--- config.mk ---
export PLATFORM = sky130hd
export DESIGN_NAME = tag_hit_refill_ctrl
export DESIGN_NICKNAME = d
export VERILOG_FILES = /design/src/rtl/icache_pkg.sv /design/src/rtl/icache_victim_sel.sv /design/src/rtl/tag_hit_refill_ctrl.sv
export SDC_FILE = /design/constraint.sdc
export NUM_CORES = 1
export LEC_CHECK = 0
export CAP_MARGIN = 20
export CORE_MARGIN = 2
export CORE_UTILIZATION = 44
export CTS_BUF_LIST = sky130_fd_sc_hd__clkbuf_8 sky130_fd_sc_hd__clkbuf_16
export DETAILED_ROUTE_END_ITERATION = 10
export PLACE_DENSITY = 0.86
export SLEW_MARGIN = 20
export SYNTH_ARGS = -nofsm -noshare
export SYNTH_HDL_FRONTEND = slang
export SYNTH_SLANG_ARGS = --single-unit
--- constraint.sdc ---
create_clock -name gated_clk -period 2.4 [get_ports gated_clk]
set_clock_uncertainty 0.1 [all_clocks]
set_input_delay 0.48 -clock gated_clk [delete_from_list [all_inputs] [get_ports gated_clk]]
set_output_delay 0.48 -clock gated_clk [all_outputs]
set_load 0.02 [all_outputs]
--- src/rtl/icache_pkg.sv ---
// Shared geometry and FSM encoding for the 16-set, 4-way instruction-cache tag path.
package icache_pkg;
  localparam int NUM_SETS  = 16;
  localparam int SET_BITS  = 4;
  localparam int NUM_WAYS  = 4;
  localparam int WAY_BITS  = 2;
  localparam int WAY_WIDTH = 8;
  localparam int VALID_BIT = 7;

  typedef enum logic [1:0] {
    IDLE = 2'd0,
    REQ  = 2'd1,
    FILL = 2'd2
  } state_t;

  function automatic logic [NUM_WAYS-1:0] row_valids(input logic [NUM_WAYS*WAY_WIDTH-1:0] row);
    logic [NUM_WAYS-1:0] v;
    for (int w = 0; w < NUM_WAYS; w++) v[w] = row[w*WAY_WIDTH + VALID_BIT];
    return v;
  endfunction
endpackage

--- src/rtl/icache_victim_sel.sv ---
// Victim pick for a refill: lowest invalid way first, else the per-set round-robin pointer.
module icache_victim_sel
  import icache_pkg::*;
(
  input  logic                gated_clk,
  input  logic                arst_n,
  input  logic [NUM_WAYS-1:0] valids,
  input  logic [SET_BITS-1:0] rd_set,
  input  logic                wr_en,
  input  logic [SET_BITS-1:0] wr_set,
  input  logic [WAY_BITS-1:0] wr_ptr,
  output logic [WAY_BITS-1:0] victim
);
  logic [WAY_BITS-1:0] ptr [NUM_SETS];

  always_ff @(posedge gated_clk or negedge arst_n) begin
    if (!arst_n) begin
      for (int s = 0; s < NUM_SETS; s++) ptr[s] <= '0;
    end else if (wr_en) begin
      ptr[wr_set] <= wr_ptr;
    end
  end

  // Scan from the top so the lowest-index invalid way is the last to win.
  always_comb begin
    victim = ptr[rd_set];
    for (int w = NUM_WAYS-1; w >= 0; w--) begin
      if (!valids[w]) victim = WAY_BITS'(w);
    end
  end
endmodule

--- src/rtl/tag_hit_refill_ctrl.sv ---
// Tag compare plus miss-refill FSM sitting behind the tag SRAM read stage.
module tag_hit_refill_ctrl
  import icache_pkg::*;
#(
  parameter int TAG_WIDTH = 7
) (
  input  logic                          gated_clk,
  input  logic                          arst_n,
  input  logic                          i_valid,
  input  logic [TAG_WIDTH-1:0]          i_tag,
  input  logic [SET_BITS-1:0]           i_set,
  input  logic [NUM_WAYS*WAY_WIDTH-1:0] i_row,
  output logic                          o_ready,
  output logic                          o_valid,
  output logic                          o_hit,
  output logic [WAY_BITS-1:0]           o_hit_way,
  output logic [SET_BITS-1:0]           o_set,
  output logic                          o_mem_req,
  output logic [SET_BITS-1:0]           o_mem_set,
  output logic [TAG_WIDTH-1:0]          o_mem_tag,
  input  logic                          i_mem_ack,
  output logic                          o_w_valid,
  output logic [SET_BITS-1:0]           o_w_addr,
  output logic [NUM_WAYS*WAY_WIDTH-1:0] o_w_data,
  output logic [NUM_WAYS-1:0]           o_w_wmask
);
  state_t              state;
  logic                hit;
  logic [WAY_BITS-1:0] hit_way;
  logic [WAY_BITS-1:0] victim;
  logic [WAY_BITS-1:0] victim_p1;

  function automatic logic [NUM_WAYS*WAY_WIDTH-1:0] fill_row(input logic [TAG_WIDTH-1:0] tag);
    logic [WAY_WIDTH-1:0] entry;
    entry = '0;
    entry[VALID_BIT] = 1'b1;
    entry[TAG_WIDTH-1:0] = tag;
    return {NUM_WAYS{entry}};
  endfunction

  // Stage 0: combinational compare; lowest matching way wins.
  always_comb begin
    hit     = 1'b0;
    hit_way = '0;
    for (int w = NUM_WAYS-1; w >= 0; w--) begin
      if (i_row[w*WAY_WIDTH + VALID_BIT] && (i_row[w*WAY_WIDTH +: TAG_WIDTH] == i_tag)) begin
        hit     = 1'b1;
        hit_way = WAY_BITS'(w);
      end
    end
  end

  icache_victim_sel u_victim_sel (
    .gated_clk (gated_clk),
    .arst_n    (arst_n),
    .valids    (row_valids(i_row)),
    .rd_set    (i_set),
    .wr_en     (state == FILL),
    .wr_set    (o_w_addr),
    .wr_ptr    (victim_p1 + WAY_BITS'(1)),
    .victim    (victim)
  );

  // Stage 1: registered result and refill sequencing.
  always_ff @(posedge gated_clk or negedge arst_n) begin
    if (!arst_n) begin
      state     <= IDLE;
      o_ready   <= 1'b1;
      o_valid   <= 1'b0;
      o_hit     <= 1'b0;
      o_hit_way <= '0;
      o_set     <= '0;
      o_mem_req <= 1'b0;
      o_mem_set <= '0;
      o_mem_tag <= '0;
      o_w_valid <= 1'b0;
      o_w_addr  <= '0;
      o_w_data  <= '0;
      o_w_wmask <= '0;
      victim_p1 <= '0;
    end else begin
      o_valid   <= 1'b0;
      o_w_valid <= 1'b0;
      case (state)
        IDLE: begin
          if (i_valid) begin
            o_valid   <= 1'b1;
            o_hit     <= hit;
            o_hit_way <= hit_way;
            o_set     <= i_set;
            if (!hit) begin
              state     <= REQ;
              o_ready   <= 1'b0;
              o_mem_req <= 1'b1;
              o_mem_set <= i_set;
              o_mem_tag <= i_tag;
              victim_p1 <= victim;
            end
          end
        end
        REQ: begin
          if (i_mem_ack) begin
            state     <= FILL;
            o_mem_req <= 1'b0;
            o_w_valid <= 1'b1;
            o_w_addr  <= o_mem_set;
            o_w_data  <= fill_row(o_mem_tag);
            o_w_wmask <= NUM_WAYS'(1) << victim_p1;
          end
        end
        FILL: begin
          state   <= IDLE;
          o_ready <= 1'b1;
        end
        default: begin
          state   <= IDLE;
          o_ready <= 1'b1;
        end
      endcase
    end
  end
endmodule

==> impl_metrics.toml <==
[route]
met1Wirelength_um = 3720
wl_met3_um = 782
postRouteWirelength_um = 9810
drtAntennaViolNets = 0
dr_wl_met2_um = 5070
drt_iter0_drc = 175
avgRoutedWirePerCell_um = 17.4
first_pass_iters = 4
drc = 0
num_vias = 2957
top_layer_used = "met4"
via_per_inst = 5.25

[finish]
final_area_um2 = 5020
utilization_pct = 60.7
mostFrequentLayoutCells = "clkdlybuf4s50_1 (107), nand2_1 (86), dfrtp_1 (73)"
nets = 504
drive_above_1_share_pct = 16.8
syn_to_final_growth_pct = 33.8
final_common_cell = "clkdlybuf4s50_1"
diodes = 0

[clock_network]
clkSlewWorstSetupHoldPaths_ps = 80
cts_buffer_depth = 2
cts-root-buf = "clkbuf_8"
cts_resized = 0
cts_hold_buf = 1
cts_sinks = 74
post_cts_buffers = 0
cts_made_buffers = 9
h-tree-depth = 3
clock_latency_ps = 350
cts_tree = "built"

[outcome]
status = "completed"

[synthesis]
synth_nets = 406
synth.area.top_cells = "dfrtp_1 (49%), nand2_1 (8.6%), mux2_2 (7.2%)"
ys_seq_area_share_pct = 49.4
synth_area_leader_cell = "dfrtp_1"
synth_cell_types = 38
syn-cell-area_um2 = 3750
syn_inst = 355
ys_seq_elements = 74
synth_top_area_share_pct = 48.7
synth_area_per_cell_um2 = 10.6
ys_warn_count = 0

[timing]
slew_viol_final = 0
rsz0062_at_grt = "no"
fmax_mhz = 435
period_needed_ps = 2300
whs_ps = 387
slew_headroom_pct = 59.4
max_slew.worst_pin.slew_ps = 607
hold_viol = 0
setup-tns-final_ps = 0
period_share_pct = 95.9
finalSetupViolations = 0

[floorplan]
core-area_um2 = 8260
start_util_pct = 45.4
pin_count = 109
die-area_um2 = 9270
die_x_um = 96.3
die_h_um = 96.3
std_cell_rows = 33

[placement]
port_buffers = 108
dpl.hpwl_um = 7300
dpl_cell_area_um2 = 4830
gp_congestion = 0.902

[worst_setup_path]
slowest_stage = "clkdlybuf4s50_1"
end_kind = "flop"
timing.rr.start = "state[0]"
crit_fanout = 15
cpLargestDelayFamily = "simple AND/OR/NAND/NOR gates"
r2r-end = "u_victim_sel.ptr[25]"
path_cells = "clkdlybuf4s50_1 > xor2_1 > nor4_1 > nand4_1 > o21a_2 > nand3_4 > mux2_2"
crit_required_ps = 2540
regToRegSetupSlack_ps = 350
start_kind = "input pin"
cp_data_arrival_time_ps = 2440
worst_r2r_path_depth = 4
cp_num_buf_inv = 1
cpPeakStageDelay_ps = 560
setup.worst_path.class = "input pin to flop"

[worst_hold_path]
hold_class = "flop to flop"
hold_start = "o_set[1]"
hold_path_end = "o_set[1]"
min_path_cells = 2

[global_route]
grt_pass1_wl_um = 15200
global_route.overflow_total = 0
grt_pass1_vias = 3019
grt_antenna_before_repair = 0
grt.total_usage_pct = 22.0
grt_start_max_net_pins = 58

[job]
max_cap_violations = 0

[power_and_ir_drop]
peakVddDrop_mv = 0.611
leakagePower_nw = 2.23
powerDensity_nw_per_um2 = 1100
==> synth_stat cells <==
cell type,number
nand2_1,86
dfrtp_1,73
buf_4,24
mux2_2,24
xnor2_1,22
nor2_1,18
o21ai_0,11
a21oi_1,8
clkbuf_1,7
mux4_2,7
nand4_1,7
buf_2,6
nor2b_1,6
xor2_1,6
inv_1,5
mux2_4,5
ha_1,4
nand2b_1,4
buf_6,3
mux2i_1,3
nand3_1,3
nor3_1,3
or2_2,3
o21a_1,2
o31ai_1,2
a31oi_1,1
buf_12,1
clkinv_1,1
dfstp_2,1
nand3_4,1
nor3b_1,1
nor4_1,1
o21a_2,1
o21ai_1,1
o22ai_1,1
o311ai_0,1
o311ai_1,1
o41ai_1,1
==> cell type report <==
class	instances	area (µm²)
multi-input cells	234	1580
inverters	6	22.5
repair buffers	128	1250
fillers	650	3240
clock buffers	9	124
clock inverters	7	48.8
flip-flops and latches	74	1850
well taps	105	131
==> cells by family after synthesis <==
group / after synthesis / synth area share [%]
DFF: 74 / 49.4
adders and majority gates: 4 / 1.34
muxes: 39 / 14.2
AOI/OAI and AO/OA: 30 / 4.74
buffers and inverters: 47 / 8.34
and+or+nand+nor: 133 / 15.4
xor gates and xnor gates: 28 / 6.54
==> flip-flops by register name, summed over array words and instances (netlist names) <==
name	flops
o_ready	1
o_w_wmask	4
o_w_valid	1
o_hit	1
o_mem_set	4
o_set	4
state	2
o_w_data	8
o_w_addr	4
o_mem_req	1
o_valid	1
o_mem_tag	7
u_victim_sel.ptr	32
o_hit_way	2
victim_p1	2
==> metrics by stage <==
stage	worst slack (ps)	instances	total power, mW
floorplan	337	355	3.58
global placement	-191	546	4.56
detailed placement	-258	546	4.65
CTS	118	563	5.52
global route	60.3	563	5.80
finish	98.5	563	5.49
==> metal layers <==
layer  vias up  global-route usage [%]
met5         -                       0
met4         0                    11.4
met3        24                    5.56
met1      1445                    24.8
li1       1347                       -
met2       141                    38.4
==> worst register-to-register path, stage by stage, from the launching register on <==
cell	delay, ps
dfrtp_1	400
nor2b_1	290
nand3_1	220
nor3_1	510
mux2_2	410
==> report_power, final <==
| group | switching, mW | total [mW] | leakage, nW | internal (mW) |
|---|---|---|---|---|
| sequential | 0.410 | 2.11 | 0.945 | 1.70 |
| clock | 0.481 | 0.853 | 0.0826 | 0.372 |
| combinational | 1.28 | 2.53 | 1.20 | 1.25 |
| total | 2.17 | 5.49 | 2.23 | 3.32 |
==> how the worst max path moves through the flow <==
stage,slack (ps),startpoint,depth (start not counted),end
2_1_floorplan,340,i_tag[1],8,o_mem_set[3]
3_3_place_gp,-190,i_tag[3],7,o_mem_set[1]
3_5_place_dp,-260,i_tag[3],7,o_mem_tag[0]
4_1_cts,120,i_tag[3],7,o_mem_tag[0]
5_1_grt,60,i_tag[3],8,victim_p1[0]
6_report,100,i_tag[3],7,o_mem_tag[0]
Power figures use the tool's default switching activity.
